`config.mk`:
```
export PLATFORM = sky130hd
export DESIGN_NAME = io_bus_cam_responder
export DESIGN_NICKNAME = d
export VERILOG_FILES = /design/src/rtl/io_resp_pkg.sv /design/src/rtl/resp_sync_fifo.sv /design/src/rtl/io_bus_cam_responder.sv
export SDC_FILE = /design/constraint.sdc
export NUM_CORES = 1
export LEC_CHECK = 0
export CORE_AREA = 2 2 313 315
export CTS_CLUSTER_SIZE = 10
export DETAILED_ROUTE_END_ITERATION = 8
export DIE_AREA = 0 0 315 317
export GPL_TIMING_DRIVEN = 0
export PLACE_DENSITY = 0.7
export SLEW_MARGIN = 15
export SYNTH_ARGS = -nofsm -noshare
export SYNTH_HDL_FRONTEND = slang
export SYNTH_SLANG_ARGS = --single-unit
```
`constraint.sdc`:
```
create_clock -name clk -period 6.68 [get_ports clk]
set_clock_uncertainty 0.2 [all_clocks]
set_input_delay 1.002 -clock clk [delete_from_list [all_inputs] [get_ports clk]]
set_output_delay 1.002 -clock clk [all_outputs]
set_load 0.02 [all_outputs]
```
`src/rtl/io_resp_pkg.sv`:
```
// Shared register map, bit positions and bus FSM encoding for the
// HPS IO-bus camera responder.
package io_resp_pkg;

    localparam logic [3:0] REG_CTRL      = 4'h0;
    localparam logic [3:0] REG_STATUS    = 4'h2;
    localparam logic [3:0] REG_LEVEL     = 4'h4;
    localparam logic [3:0] REG_THRESH    = 4'h6;
    localparam logic [3:0] REG_DATA      = 4'h8;
    localparam logic [3:0] REG_FRAME_CNT = 4'hA;

    localparam int CTRL_ENABLE     = 0;
    localparam int CTRL_IRQ_EN     = 1;
    localparam int CTRL_FIFO_CLEAR = 2;

    localparam int ST_EMPTY      = 0;
    localparam int ST_FULL       = 1;
    localparam int ST_OVERFLOW   = 2;
    localparam int ST_IRQ        = 3;
    localparam int ST_FRAME_SEEN = 4;

    typedef enum logic [1:0] {
        S_IDLE,
        S_WAIT,
        S_ACK,
        S_RECOVER
    } bus_state_e;

endpackage

```
`src/rtl/resp_sync_fifo.sv`:
```
// Single-clock pixel FIFO with show-ahead output: dout always presents the
// oldest entry, so a pop only has to advance the read pointer.
module resp_sync_fifo #(
    parameter int DEPTH = 64,
    parameter int WIDTH = 16,
    localparam int AW = $clog2(DEPTH),
    localparam int LW = AW + 1
) (
    input  logic             clk,
    input  logic             reset_n,
    input  logic             push,
    input  logic             pop,
    input  logic             clear,
    input  logic [WIDTH-1:0] din,
    output logic [WIDTH-1:0] dout,
    output logic [LW-1:0]    level,
    output logic             full,
    output logic             empty
);

    logic [WIDTH-1:0] mem_q [DEPTH];
    logic [AW-1:0]    wr_ptr_q, wr_ptr_d;
    logic [AW-1:0]    rd_ptr_q, rd_ptr_d;
    logic [LW-1:0]    level_q, level_d;
    logic             do_push, do_pop;

    assign full    = (level_q == LW'(DEPTH));
    assign empty   = (level_q == '0);
    assign level   = level_q;
    assign dout    = mem_q[rd_ptr_q];

    // Clear dominates both ports; a pop on empty is ignored so a same-cycle
    // push into an empty FIFO is kept.
    assign do_push = push & ~full & ~clear;
    assign do_pop  = pop & ~empty & ~clear;

    always_comb begin
        wr_ptr_d = wr_ptr_q;
        rd_ptr_d = rd_ptr_q;
        level_d  = level_q;
        if (clear) begin
            wr_ptr_d = '0;
            rd_ptr_d = '0;
            level_d  = '0;
        end else begin
            if (do_push) wr_ptr_d = wr_ptr_q + AW'(1);
            if (do_pop)  rd_ptr_d = rd_ptr_q + AW'(1);
            if (do_push && !do_pop)      level_d = level_q + LW'(1);
            else if (!do_push && do_pop) level_d = level_q - LW'(1);
        end
    end

    always_ff @(posedge clk or negedge reset_n) begin
        if (!reset_n) begin
            wr_ptr_q <= '0;
            rd_ptr_q <= '0;
            level_q  <= '0;
        end else begin
            wr_ptr_q <= wr_ptr_d;
            rd_ptr_q <= rd_ptr_d;
            level_q  <= level_d;
        end
    end

    always_ff @(posedge clk) begin
        if (do_push) mem_q[wr_ptr_q] <= din;
    end

endmodule

```
`src/rtl/io_bus_cam_responder.sv`:
```
// HPS IO-bridge responder buffering a camera pixel stream with level/overflow irq.
// Optional FRAME_CNT register and STATUS frame-seen bit: define IO_RESP_FRAME_COUNT_EN.
module io_bus_cam_responder
    import io_resp_pkg::*;
#(
    parameter logic [15:0] BASE_ADDR   = 16'h0100,
    parameter int          FIFO_DEPTH  = 64,
    parameter int          WAIT_STATES = 1
) (
    input  logic        clk,
    input  logic        reset_n,
    input  logic [15:0] io_address,
    input  logic        io_bus_enable,
    input  logic [1:0]  io_byte_enable,
    input  logic        io_rw,
    input  logic [15:0] io_write_data,
    output logic [15:0] io_read_data,
    output logic        io_acknowledge,
    output logic        io_irq,
    input  logic        pix_valid,
    input  logic [15:0] pix_data,
    output logic        pix_ready,
    input  logic        frame_start,
    output logic        cam_enable
);

    localparam int LW = $clog2(FIFO_DEPTH) + 1;

    function automatic logic [15:0] merge_lanes(input logic [15:0] old_v,
                                                input logic [15:0] new_v,
                                                input logic [1:0]  be);
        merge_lanes[7:0]  = be[0] ? new_v[7:0]  : old_v[7:0];
        merge_lanes[15:8] = be[1] ? new_v[15:8] : old_v[15:8];
    endfunction

    bus_state_e  state_q, state_d;
    logic [2:0]  wait_cnt_q, wait_cnt_d;
    logic [3:1]  addr_q, addr_d;
    logic        rw_q, rw_d;
    logic [15:0] wdata_q, wdata_d;
    logic [1:0]  be_q, be_d;
    logic        enable_q, enable_d;
    logic        irq_en_q, irq_en_d;
    logic [15:0] thresh_q, thresh_d;
    logic        overflow_q, overflow_d;
    logic        irq_q, irq_d;

    logic          hit, ack, wr_commit, rd_commit, sw_clear;
    logic          fifo_push, fifo_pop, fifo_clear, fifo_full, fifo_empty;
    logic [15:0]   fifo_dout;
    logic [LW-1:0] fifo_level;
    logic [15:0]   level_ext, frame_cnt, status_word, rdata;
    logic [3:0]    reg_sel;
    logic          frame_seen;
    logic          unused_addr_lsb;

    assign unused_addr_lsb = io_address[0];

    assign hit       = (io_address[15:4] == BASE_ADDR[15:4]);
    assign ack       = (state_q == S_ACK);
    assign wr_commit = ack & ~rw_q;
    assign rd_commit = ack & rw_q;
    assign reg_sel   = {addr_q, 1'b0};
    assign level_ext = {{(16 - LW){1'b0}}, fifo_level};

    always_comb begin
        state_d    = state_q;
        wait_cnt_d = wait_cnt_q;
        addr_d     = addr_q;
        rw_d       = rw_q;
        wdata_d    = wdata_q;
        be_d       = be_q;
        unique case (state_q)
            S_IDLE: begin
                if (io_bus_enable && hit) begin
                    addr_d     = io_address[3:1];
                    rw_d       = io_rw;
                    wdata_d    = io_write_data;
                    be_d       = io_byte_enable;
                    wait_cnt_d = '0;
                    state_d    = (WAIT_STATES == 0) ? S_ACK : S_WAIT;
                end
            end
            S_WAIT: begin
                if (wait_cnt_q == 3'(WAIT_STATES - 1)) state_d = S_ACK;
                else                                   wait_cnt_d = wait_cnt_q + 3'd1;
            end
            S_ACK:     state_d = S_RECOVER;
            // One dead cycle lets the bridge drop bus_enable before we look again.
            S_RECOVER: state_d = S_IDLE;
            default:   state_d = S_IDLE;
        endcase
    end

    assign sw_clear   = wr_commit && (reg_sel == REG_CTRL) && be_q[0] && wdata_q[CTRL_FIFO_CLEAR];
    assign fifo_clear = sw_clear | (frame_start & enable_q);
    assign pix_ready  = enable_q & ~fifo_full;
    assign fifo_push  = pix_valid & pix_ready;
    assign fifo_pop   = rd_commit && (reg_sel == REG_DATA);
    assign cam_enable = enable_q;
    assign io_irq     = irq_q;

    always_comb begin
        enable_d   = enable_q;
        irq_en_d   = irq_en_q;
        thresh_d   = thresh_q;
        overflow_d = overflow_q;
        if (wr_commit) begin
            case (reg_sel)
                REG_CTRL: begin
                    if (be_q[0]) begin
                        enable_d = wdata_q[CTRL_ENABLE];
                        irq_en_d = wdata_q[CTRL_IRQ_EN];
                    end
                end
                REG_STATUS: if (be_q[0] && wdata_q[ST_OVERFLOW]) overflow_d = 1'b0;
                REG_THRESH: thresh_d = merge_lanes(thresh_q, wdata_q, be_q);
                default: ;
            endcase
        end
        // A fresh overflow event wins over a same-cycle W1C.
        if (pix_valid && enable_q && fifo_full) overflow_d = 1'b1;
        irq_d = irq_en_q & (((thresh_q != '0) && (level_ext >= thresh_q)) | overflow_q);
    end

`ifdef IO_RESP_FRAME_COUNT_EN
    logic [15:0] frame_cnt_q, frame_cnt_d;
    logic        frame_seen_q, frame_seen_d;

    always_comb begin
        frame_cnt_d  = frame_cnt_q;
        frame_seen_d = frame_seen_q;
        if (rd_commit && (reg_sel == REG_STATUS)) frame_seen_d = 1'b0;
        if (frame_start && enable_q) begin
            frame_cnt_d  = frame_cnt_q + 16'd1;
            frame_seen_d = 1'b1;
        end
        if (sw_clear) frame_cnt_d = '0;
    end

    always_ff @(posedge clk or negedge reset_n) begin
        if (!reset_n) begin
            frame_cnt_q  <= '0;
            frame_seen_q <= 1'b0;
        end else begin
            frame_cnt_q  <= frame_cnt_d;
            frame_seen_q <= frame_seen_d;
        end
    end

    assign frame_cnt  = frame_cnt_q;
    assign frame_seen = frame_seen_q;
`else
    assign frame_cnt  = '0;
    assign frame_seen = 1'b0;
`endif

    assign status_word = {11'b0, frame_seen, irq_q, overflow_q, fifo_full, fifo_empty};

    always_comb begin
        rdata = '0;
        case (reg_sel)
            REG_CTRL:      rdata = {14'b0, irq_en_q, enable_q};
            REG_STATUS:    rdata = status_word;
            REG_LEVEL:     rdata = level_ext;
            REG_THRESH:    rdata = thresh_q;
            REG_DATA:      rdata = fifo_empty ? 16'h0000 : fifo_dout;
            REG_FRAME_CNT: rdata = frame_cnt;
            default:       rdata = '0;
        endcase
        io_acknowledge = ack;
        io_read_data   = ack ? rdata : 16'h0000;
    end

    always_ff @(posedge clk or negedge reset_n) begin
        if (!reset_n) begin
            state_q    <= S_IDLE;
            wait_cnt_q <= '0;
            addr_q     <= '0;
            rw_q       <= 1'b0;
            wdata_q    <= '0;
            be_q       <= '0;
            enable_q   <= 1'b0;
            irq_en_q   <= 1'b0;
            thresh_q   <= '0;
            overflow_q <= 1'b0;
            irq_q      <= 1'b0;
        end else begin
            state_q    <= state_d;
            wait_cnt_q <= wait_cnt_d;
            addr_q     <= addr_d;
            rw_q       <= rw_d;
            wdata_q    <= wdata_d;
            be_q       <= be_d;
            enable_q   <= enable_d;
            irq_en_q   <= irq_en_d;
            thresh_q   <= thresh_d;
            overflow_q <= overflow_d;
            irq_q      <= irq_d;
        end
    end

    resp_sync_fifo #(
        .DEPTH (FIFO_DEPTH),
        .WIDTH (16)
    ) u_fifo (
        .clk     (clk),
        .reset_n (reset_n),
        .push    (fifo_push),
        .pop     (fifo_pop),
        .clear   (fifo_clear),
        .din     (pix_data),
        .dout    (fifo_dout),
        .level   (fifo_level),
        .full    (fifo_full),
        .empty   (fifo_empty)
    );

endmodule

```
==> impl_metrics.ini, run 1 <==
[run_status]
violations = design-rule violations
status = finished, violations left

[global_routing]
first_global_vias = 23099
grt_pass1_wl_um = 169000
grt.overflow.total = 0
grt.total_usage_pct = 24.2
grt_max_degree = 57
antenna_found_initial = 7

[synth]
synth_area_per_cell_um2 = 21.0
synth_edf_count = 1024
yosys_most_used_dff = edfxtp_1
syn_area_um2 = 43100
synthesis.nets = 2129
ys_seq_elements = 1090
synth_most_common_cell = edfxtp_1
synth_area_leaders = edfxtp_1 71%, mux4_2 15%, dfrtp_1 3.8%, mux2_2 1.4%, nor2_1 0.79%
ys_seq_area_share_pct = 75.1
yosys-top-cells-count = 1024 x edfxtp_1, 284 x mux4_2, 91 x nor2_1
synth_top_cell_by_area = edfxtp_1
yosysUniqueCellTypes = 64
synthArstFlopShare_pct = 6.06
ys_warn_count = 0
synth_cells = 2052
synth_top_area_share_pct = 71.3

[floorplan]
core_area_um2 = 96300
die_w_um = 315
row_count = 114
die_h_um = 317
initial_utilization_pct = 44.8
die_area_um2 = 99900
io_pins = 76

[worst_setup_path]
cpMaxStageDelayCell = a221oi_1
path_cells = buf_2, buf_4, clkdlybuf4s15_1, buf_2, mux4_2, o21ai_0, a21oi_1, a221oi_1, a31oi_1, clkdlybuf4s50_1
cp_data_arrival_time_ns = 5.45
reg2regPathDepth = 13
path_class = flip-flop to output port
required_ns = 5.48
cp_top_family = buffers and inverters
startpoint_type = flip-flop
cpMostUsedCell = buf_2
critical-path-max-stage-delay_ns = 0.87
worst-path-stages = 10
worstPathMaxFanout = 10
endpoint_kind = output port
critPathBufInv = 5

[clocking]
root_buffer = clkbuf_16
cts_buffer_depth = 3
cts_buffers = 120
clk_pin_slew_ns = 0.06
h-tree-depth = 3
clock_sinks = 1090
clk_latency_ns = 0.71
cts_tree = yes

[detailed_routing]
finalWirelength_um = 121000
drc_errors = 2
first_pass_iters = 9
viasPerCell = 6.30
ant_nets = 0
num_vias = 23031
drtIter0Drc = 3660
post_drt_wl_per_cell_um = 33.0

[power_and_ir_drop]
internal-power_mw = 10.9
power_frac_clock_pct = 42.6
power.density_nw_per_um2 = 274
pwr-share-comb_pct = 2.8
p_leak_nw = 16.4
switchingPower_mw = 2.80
p_seq_share_pct = 54.6
sw_frac_of_total_pct = 20.4
worst_ir_drop_vdd_v = 0.000220

[layout]
synthToLayoutAreaGrowth_pct = 16.2
nNetsFinal = 2402
drive_gt1_share_pct = 29.2
seq_area_um2 = 32400
utilization_pct = 52.1
final.fill_count = 7314
stdcell_area_um2 = 50100
final_cells = 3658
multiInputGateArea_um2 = 10300
diodes = 0

[sta]
slew_violations = 0
fmax_mhz = 150
finalCriticalPeriod_ns = 6.65
slew_headroom_pct = 11.6
hold_viol_final = 0
fin_crit_sh_pct = 99.6
setup_viol = 0
worst_pin_slew_ns = 1.32

[place]
port_buffers = 74
globalplace.congestion = 1.00
dpl_cell_area_um2 = 46700
dp.cells = 3477
hpwlAfterDp_um = 82000

[worst_hold_path]
whs_path_depth = 2
hp-class = flip-flop to flip-flop

[run]
maxCapViolations = 0
metrics by stage:
stage / power (mW) / setup WS [ns] / setup TNS (ns) / hold slack (ns)
floorplan: 7.77 / 2.57 / 0 / 0.244
global placement: 7.98 / -0.128 / -2.30 / 0.262
global route: 14.0 / -0.00299 / -0.00299 / 0.325
CTS: 13.7 / 0.230 / 0 / 0.288
finish: 13.7 / 0.0255 / 0 / 0.278
detailed placement: 8.01 / 0.784 / 0 / 0.275
tightest hold or removal path: stages, from the launching register on:
cell     delay (ns)
dfrtp_1        0.34
nand2_1        0.04
o21ai_0        0.06
repair_timing:
item / CTS / global route
setup buffers: 0 / 0
endpoints found under the hold margin: 11 / 0
hold buffers: 1 / 0
endpoints found under the setup margin: 1 / 2
resized for setup: 1 / 4
cell families (layout without fill, tap and decap cells):
kind of cell | Yosys count | count (layout) | share of synthesized area, %
mux | 372 | 372 | 17.0
simple gates | 246 | 246 | 2.75
xor+xnor | 13 | 13 | 0.264
buf+inv | 137 | 467 | 1.53
flops | 1090 | 1090 | 75.1
compound gates | 173 | 173 | 2.70
fa+ha+maj | 21 | 21 | 0.626
layer usage:
metal	global-route usage (%)	vias up	share of wire (%)
li1	-	9076	-
met2	37.9	1671	46
met5	0.710	-	0.10
met1	32.5	11966	37
met3	7.11	314	13
met4	8.78	4	4.2
sequential cells by signal, summed over array words and instances, names as in the netlist:
name             count
u_fifo.wr_ptr_q      6
addr_q               3
io_irq               1
u_fifo.rd_ptr_q      6
overflow_q           1
u_fifo.mem_q      1024
cam_enable           1
be_q                 2
state_q              2
u_fifo.level         7
irq_en_q             1
wait_cnt_q           3
rw_q                 1
wdata_q             16
thresh_q            16
placed cells by master (no fill, tap or decap), drive strengths merged, types with 33 or more instances in the layout:
| master | Yosys | layout |
|---|---|---|
| clkdlybuf4s50 | 0 | 57 |
| mux4 | 284 | 284 |
| mux2i | 33 | 33 |
| clkbuf | 52 | 222 |
| mux2 | 55 | 55 |
| nand2 | 58 | 58 |
| buf | 65 | 158 |
| nor2 | 92 | 92 |
| dfrtp | 66 | 66 |
| a21oi | 33 | 33 |
| edfxtp | 1024 | 1024 |
| o21ai | 41 | 41 |
power by group through the flow:
stage | Combinational [mW] | Clock [mW] | Sequential (mW)
2_1_floorplan | 0.134 | 0 | 7.63
3_3_place_gp | 0.328 | 0 | 7.65
3_5_place_dp | 0.370 | 0 | 7.64
4_1_cts | 0.372 | 5.87 | 7.50
5_1_grt | 0.404 | 6.13 | 7.49
6_report | 0.387 | 5.85 | 7.50
path summary, 6_finish.rpt:
| kind | from | end | slack [ns] |
|---|---|---|---|
| worst min-delay path | wdata_q[6] | thresh_q[6] | 0.28 |
| min in group asynchronous | reset_n | u_fifo.level[2] | 0.53 |
| worst min register to register | wdata_q[6] | thresh_q[6] | 0.28 |
| worst max-delay path | u_fifo.rd_ptr_q[2] | io_read_data[2] | 0.03 |
| max in group asynchronous | reset_n | thresh_q[8] | 5.22 |
| worst max register to register | state_q[0] | u_fifo.mem_q[48][10] | 2.29 |
final cells by class:
type	count	area share [%]
sequential	1090	64.6
multi-input combinational	825	20.6
clock buffer	172	6.52
timing repair buffer	151	3.59
tap	1276	3.18
buffer	117	1.20
clock inverter	7	0.167
inverter	20	0.150
(Power assumes the default switching activity.)
==> run 2: changes to the inputs <==
TNS_END_PERCENT = 50   (was not set)
==> results of run 2 <==
No change in the layout: final DEF, timing and power equal those of run 1.
